[config.mk]
export PLATFORM = sky130hd
export DESIGN_NAME = mist_video_outstage
export DESIGN_NICKNAME = d
export VERILOG_FILES = /design/src/rtl/mist_video_outstage.sv
export SDC_FILE = /design/constraint.sdc
export NUM_CORES = 1
export LEC_CHECK = 0
export BUFFER_PORTS_ARGS = -buffer_cell sky130_fd_sc_hd__buf_4
export CORE_UTILIZATION = 40
export CTS_CLUSTER_DIAMETER = 40
export DETAILED_ROUTE_END_ITERATION = 16
export GPL_ROUTABILITY_DRIVEN = 0
export GPL_TIMING_DRIVEN = 1
export MAX_ROUTING_LAYER = met4
export PLACE_DENSITY = 0.54
export SLEW_MARGIN = 5
export SYNTH_ARGS = -nofsm -noshare
export SYNTH_HDL_FRONTEND = slang
export SYNTH_SLANG_ARGS = --single-unit
[constraint.sdc]
create_clock -name clk_sys -period 2.73 [get_ports clk_sys]
set_input_delay 0.1365 -clock clk_sys [delete_from_list [all_inputs] [get_ports clk_sys]]
set_output_delay 0.1365 -clock clk_sys [all_outputs]
set_load 0.03 [all_outputs]
[src/rtl/mist_video_outstage.sv]
// Video output stage: realigns sync/blank with late colour data, learns sync
// polarity from measured duty cycle and registers active-low VGA outputs.
module mist_video_outstage #(
  parameter int COLOR_DEPTH = 6,
  parameter int SYNC_DELAY  = 3,
  parameter int HCNT_WIDTH  = 12,
  parameter int VCNT_WIDTH  = 11
) (
  input  logic                   clk_sys,
  input  logic                   reset,
  input  logic                   ce_pix,
  input  logic [COLOR_DEPTH-1:0] R,
  input  logic [COLOR_DEPTH-1:0] G,
  input  logic [COLOR_DEPTH-1:0] B,
  input  logic                   HSync,
  input  logic                   VSync,
  input  logic                   HBlank,
  input  logic                   VBlank,
  input  logic                   csync_en,
  output logic [COLOR_DEPTH-1:0] VGA_R,
  output logic [COLOR_DEPTH-1:0] VGA_G,
  output logic [COLOR_DEPTH-1:0] VGA_B,
  output logic                   VGA_HS,
  output logic                   VGA_VS,
  output logic                   VGA_DE,
  output logic                   hs_pol,
  output logic                   vs_pol
);

  localparam logic [HCNT_WIDTH-1:0] HCNT_MAX = '1;
  localparam logic [VCNT_WIDTH-1:0] VCNT_MAX = '1;

  logic d_hs, d_vs, d_hb, d_vb;

  generate
    if (SYNC_DELAY == 0) begin : g_bypass
      assign d_hs = HSync;
      assign d_vs = VSync;
      assign d_hb = HBlank;
      assign d_vb = VBlank;
    end else begin : g_delay
      logic [SYNC_DELAY-1:0] hs_sr, vs_sr, hb_sr, vb_sr;

      // blank stages come out of reset set, so the output stays black until refilled
      always_ff @(posedge clk_sys or posedge reset) begin
        if (reset) begin
          hs_sr <= '0;
          vs_sr <= '0;
          hb_sr <= '1;
          vb_sr <= '1;
        end else begin
          hs_sr <= (hs_sr << 1) | SYNC_DELAY'(HSync);
          vs_sr <= (vs_sr << 1) | SYNC_DELAY'(VSync);
          hb_sr <= (hb_sr << 1) | SYNC_DELAY'(HBlank);
          vb_sr <= (vb_sr << 1) | SYNC_DELAY'(VBlank);
        end
      end

      assign d_hs = hs_sr[SYNC_DELAY-1];
      assign d_vs = vs_sr[SYNC_DELAY-1];
      assign d_hb = hb_sr[SYNC_DELAY-1];
      assign d_vb = vb_sr[SYNC_DELAY-1];
    end
  endgenerate

  logic                  hs_prev, vs_prev;
  logic                  hs_rise, vs_rise;
  logic                  hs_armed, vs_armed;
  logic [HCNT_WIDTH-1:0] hi_cnt, lo_cnt;
  logic [VCNT_WIDTH-1:0] vhi_cnt, vlo_cnt;

  assign hs_rise = HSync & ~hs_prev;
  assign vs_rise = VSync & ~vs_prev;

  // The first edge after reset only starts a measurement; a partial line
  // or frame must never produce a polarity decision.
  always_ff @(posedge clk_sys or posedge reset) begin
    if (reset) begin
      hs_prev  <= 1'b0;
      hs_armed <= 1'b0;
      hs_pol   <= 1'b0;
      hi_cnt   <= '0;
      lo_cnt   <= '0;
    end else begin
      hs_prev <= HSync;
      if (hs_rise) begin
        hi_cnt   <= '0;
        lo_cnt   <= '0;
        hs_armed <= 1'b1;
        if (hs_armed && (hi_cnt != lo_cnt))
          hs_pol <= (hi_cnt < lo_cnt);
      end else if (ce_pix) begin
        if (HSync) begin
          if (hi_cnt != HCNT_MAX)
            hi_cnt <= hi_cnt + 1'b1;
        end else if (lo_cnt != HCNT_MAX) begin
          lo_cnt <= lo_cnt + 1'b1;
        end
      end
    end
  end

  always_ff @(posedge clk_sys or posedge reset) begin
    if (reset) begin
      vs_prev  <= 1'b0;
      vs_armed <= 1'b0;
      vs_pol   <= 1'b0;
      vhi_cnt  <= '0;
      vlo_cnt  <= '0;
    end else begin
      vs_prev <= VSync;
      if (vs_rise) begin
        vhi_cnt  <= '0;
        vlo_cnt  <= '0;
        vs_armed <= 1'b1;
        if (vs_armed && (vhi_cnt != vlo_cnt))
          vs_pol <= (vhi_cnt < vlo_cnt);
      end else if (hs_rise) begin
        if (VSync) begin
          if (vhi_cnt != VCNT_MAX)
            vhi_cnt <= vhi_cnt + 1'b1;
        end else if (vlo_cnt != VCNT_MAX) begin
          vlo_cnt <= vlo_cnt + 1'b1;
        end
      end
    end
  end

  logic blank, hs_act, vs_act;

  assign blank  = d_hb | d_vb;
  assign hs_act = ~(d_hs ^ hs_pol);
  assign vs_act = ~(d_vs ^ vs_pol);

  always_ff @(posedge clk_sys or posedge reset) begin
    if (reset) begin
      VGA_R  <= '0;
      VGA_G  <= '0;
      VGA_B  <= '0;
      VGA_HS <= 1'b1;
      VGA_VS <= 1'b1;
      VGA_DE <= 1'b0;
    end else begin
      VGA_R  <= blank ? '0 : R;
      VGA_G  <= blank ? '0 : G;
      VGA_B  <= blank ? '0 : B;
      VGA_DE <= ~blank;
      if (csync_en) begin
        VGA_HS <= ~(hs_act | vs_act);
        VGA_VS <= 1'b1;
      end else begin
        VGA_HS <= ~hs_act;
        VGA_VS <= ~vs_act;
      end
    end
  end

endmodule

# After elaboration in Yosys (flattened, before gate mapping)
# Cells that the tools add are included.
[totals]
output_inout_bits = 23
ff_bits = 85
in_bits = 26
wordCells = 87
[op_classes]
n_mux = 21
reduce_logical = 16
eq_ne = 8
n_bitwise = 16
magnitude_cmp = 2
addsub = 4
[op_table]
columns = ["cell", "count"]
rows = [
  ["$mux W12", 8],
  ["$mux W11", 8],
  ["$add A12 B1 Y12 const B", 2],
  ["$ne A12 B12 Y1 const B", 2],
  ["$add A11 B1 Y11 const B", 2],
  ["$ne A11 B11 Y1 const B", 2],
  ["$mux W6", 3],
  ["$reduce_bool A2 Y1", 8],
  ["$lt A12 B12 Y1", 1],
  ["$ne A12 B12 Y1", 1],
  ["$or A3 B1 Y3", 4],
  ["$reduce_and A3 Y1", 4],
  ["$lt A11 B11 Y1", 1],
  ["$ne A11 B11 Y1", 1],
  ["$not A1 Y1", 6],
  ["$ne A2 B1 Y1 const B", 2],
  ["$reduce_and A2 Y1", 2],
  ["$and A1 B1 Y1", 2],
  ["$logic_and A1 B1 Y1", 2],
  ["$mux W1", 2],
  ["$or A1 B1 Y1", 2],
  ["$xor A1 B1 Y1", 2],
]

# Logic depth before layout (Yosys ltp)
[depth]
ltp_word = 5
mapped_depth = 7
ltp_nobuf = 7

# Least setup slack after synthesis
# OpenSTA, ideal clock, no wires.
[synth_path]
path_type = "register -> register"
startpoint = "register hi_cnt[0]"
endpoint = "register hi_cnt[9]"
setup_time_ps = 110
path_slack_ps = 940
path_buffers = 1
period_less_slack_ps = 1790
t_required_ps = 2620
arrival_ps = 1679
stages_incl_launch_ff = 8
path_cell_list = "dfrtp_1 ha_1 nand3_1 or4b_1 nand3_2 buf_4 o21ai_0 o41ai_1"
[synth_via]
elab_chain_len = 5
word_cells_on_any_way = 8
classes_between = "add/sub (1); eq/ne (1); mux (4); reduce/logical (2)"
[synth_rtl]
columns = ["item", "line", "source"]
rows = [
  ["from (decl)", "69", "logic [HCNT_WIDTH-1:0] hi_cnt, lo_cnt;"],
  ["from (signal assigned)", "95", "hi_cnt <= hi_cnt + 1'b1;"],
  ["$add A12 B1 Y12", "95", ""],
  ["$mux W12", "94", "if (hi_cnt != HCNT_MAX)"],
  ["$mux W12", "93", "if (HSync) begin"],
  ["$mux W12", "92", "end else if (ce_pix) begin"],
  ["$mux W12", "86", "if (hs_rise) begin"],
]
# Parallel ways exist; a longest one is shown, timed or not. The select of a mux whose other input is x is not followed.
# A chain may end at the register's enable or synchronous reset.

# Final worst setup path
[layout_path]
startpoint = "register hi_cnt[0]"
endpoint = "register hi_cnt[3]"
# The elaborated chain is that of the path after synthesis.

==> flow_summary.ini <==
[clock_network]
cts_buffers = 9
clock_latency_ps = 360
clockBufferDepth = 2
cts_tree = yes
clock_sinks = 83
h-tree-depth = 3
clk_pin_slew_worst_paths_ps = 90
root_buffer = clkbuf_8
post_cts_resized = 0

[power_and_ir_drop]
pwr-share-comb = 0.166
switching_share = 0.312
switchingPower_w = 0.000850
intPower_w = 0.00188
p_clk_frac = 0.321
p_leak_nw = 2.30
power_per_cell_area_nw_per_um2 = 531
peakVddDrop_uv = 227
pwr-share-seq = 0.513

[floorplanning]
die_h_um = 104
start_util = 0.419
fp.dieW_um = 104
dieArea_um2 = 10800
core-area_um2 = 9950
ios = 49
row_count = 36

[worst_setup_path]
reg2reg_from = hi_cnt[0]
criticalPathCategory = reg2reg
slowest_delay_ps = 600
cp_max_fo = 14
critPathCaptureType = flip-flop
crit_required_ps = 2980
timing.rr.end = hi_cnt[3]
r2r_slack_ps = 740
r2r_cells = 6
critPathSlowestCell = or4b_1
cp.arrival_ps = 2240
startpoint_type = flip-flop
crit_path_frequent_cell = nand3_1
cp_cell_sequence = ha_1 > nand3_1 > or4b_1 > nand3_2 > or4_1 > nand3_1

[timing]
fin_setup_tns_ps = 0
slew_viol_final = 0
worst_pin_slew_ps = 903
setup_viol = 0
fmax_mhz = 504
finalHoldViolations = 0
period_minus_slack_ps = 1990
maxSlewHeadroom = 0.396
fin_crit_sh = 0.727
rsz0062_at_grt = no
skew_ps = 8.40

[drt]
ant_nets = 0
dr.pass1.iters = 4
drt_wl_total_mm = 9.15
drc = 0
drt-initial-drc-count = 180
viasPerCell = 5.17
wl_per_cell_um = 14.5
num_vias = 3267

[logic_synthesis]
synth-seq-area-share = 0.500
ys_warn_count = 0
synth_seq_cells = 83
syn_nets = 468
syn_inst = 415
netlist_area_um2 = 4170
synth_edf_count = 0
ys.flop_type = dfrtp_1
synth_area_per_cell_um2 = 10.1
async_reset_ff_frac = 1.00
synth_cell_types = 57

[hold_path]
hold-path-cell-count = 4
min_from = ce_pix
worstHoldEndpoint = lo_cnt[4]
hold_class = in2reg

[layout]
num-fill-cells = 915
num_antenna_cells = 0
design_area_um2 = 5140
fin_nets = 547
area_delta_synth_final_pct = 23.1
drive_above_1_share = 0.178
fin_util = 0.516

[global_routing]
grtUsageTotal = 0.187
grt_start_max_net_pins = 84
grt_first_pass_wirelength_mm = 15.7
grt_pass1_vias = 3186
grt.overflow.total = 0
antenna_found_initial = 0

[status]
outcome = finished, final reports clean

[place]
post-dp-hpwl_mm = 6.42
io_buffers = 48
postPlaceCellArea_um2 = 4700

[flow_run]
cap_violations = 0
==> metal layers <==
| layer | up-vias | GRT usage | routed length (µm) |
|---|---|---|---|
| met3 | 15 | 0.0276 | 236 |
| met1 | 1560 | 0.251 | 4440 |
| met4 | 0 | 0.0724 | 148 |
| li1 | 1646 | - | - |
| met2 | 46 | 0.286 | 4320 |
| met5 | - | - | 0 |
==> what timing repair did <==
action                                 in CTS  in global routing
hold buffers                               24                  0
setup buffers                               0                  0
endpoints found under the hold margin      99                  0
==> worst max-delay path: cells and delay by family (launching register included) <==
family / cells / cell delay (ps)
and+or+nand+nor: 5 / 1220
DFF: 1 / 440
adders and majority gates: 1 / 210
==> sequential cells by signal, summed over array words and instances, names as in the netlist, 3 cells and up <==
name,count
VGA_B,6
vlo_cnt,11
vhi_cnt,11
g_delay.vb_sr,3
g_delay.hs_sr,3
g_delay.vs_sr,3
g_delay.hb_sr,3
VGA_G,6
VGA_R,6
lo_cnt,12
hi_cnt,12
==> through the flow <==
stage               hold WS [ps]  setup slack (ps)  power, W  std cells
floorplan                    141               470   0.00169        415
global placement             248               797   0.00184        592
detailed placement           246               762   0.00185        592
CTS                          187               751   0.00277        632
global route                 199               580   0.00290        632
finish                       212               744   0.00273        632
==> final cells by class <==
class,instances,area (µm²),area share
Clock inverter,7,68.8,0.0134
Multi-Input combinational cell,296,1950,0.379
Timing Repair Buffer,75,636,0.124
Tap cell,133,166,0.0324
Sequential cell,83,2090,0.406
Clock buffer,9,124,0.0241
Inverter,29,110,0.0214
==> power by group through the flow <==
stage                     clock [W]  combinational, W  sequential [W]
after floorplan                   0          0.000225         0.00146
after global placement            0          0.000426         0.00142
after detailed placement          0          0.000428         0.00142
after CTS                  0.000916          0.000459         0.00140
after global routing       0.000968          0.000517         0.00141
final                      0.000874          0.000452         0.00140
==> cells in the mapped netlist, types with 6 or more instances <==
cell type  instances  area share
a21oi_1           18       0.022
and2_1            21       0.031
dfrtp_1           75        0.45
dfstp_2            8       0.050
ha_1              27       0.081
inv_1             29       0.026
mux2i_1            6       0.014
nand2_1           41       0.037
nand3_1           26       0.031
nand4_1            9       0.013
nor2_1            29       0.026
nor2b_1            7       0.010
nor3_1             8      0.0096
o21ai_0           24       0.029
o31ai_1           10       0.018
xnor2_1            8       0.017
==> cells in the final DEF, fill, tap and decap left out, drive strengths merged, types with 9 or more instances in the layout <==
master,count
and2,21
o21ai,24
buf,51
nor2,29
dlygate4sd3,24
dfrtp,75
a21oi,19
nand2,41
o31ai,10
nand3,27
nand4,10
inv,32
clkbuf,9
ha,27
==> cell families (layout without fill, tap and decap cells) <==
kind of cell    count (synthesis)  in the layout  share of synthesized area
compound gates                 85             85                      0.136
simple gates                  170            170                      0.218
fa+ha+maj                      27             27                     0.0809
mux                             6              6                     0.0144
xor+xnor                        8              8                     0.0168
flops                          83             83                      0.500
buf+inv                        36            120                     0.0339
==> how the worst max path moves through the flow <==
stage / start / endpoint / slack, ps / depth (start not counted)
after CTS: hi_cnt[0] / hi_cnt[3] / 750 / 6
after global routing: lo_cnt[11] / hs_pol / 580 / 6
after floorplan: reset / VGA_B[0] / 470 / 1
final: hi_cnt[0] / hi_cnt[3] / 740 / 6
after global placement: hi_cnt[0] / hi_cnt[3] / 800 / 6
after detailed placement: hi_cnt[0] / hi_cnt[3] / 760 / 6
(Power assumes the default switching activity.)
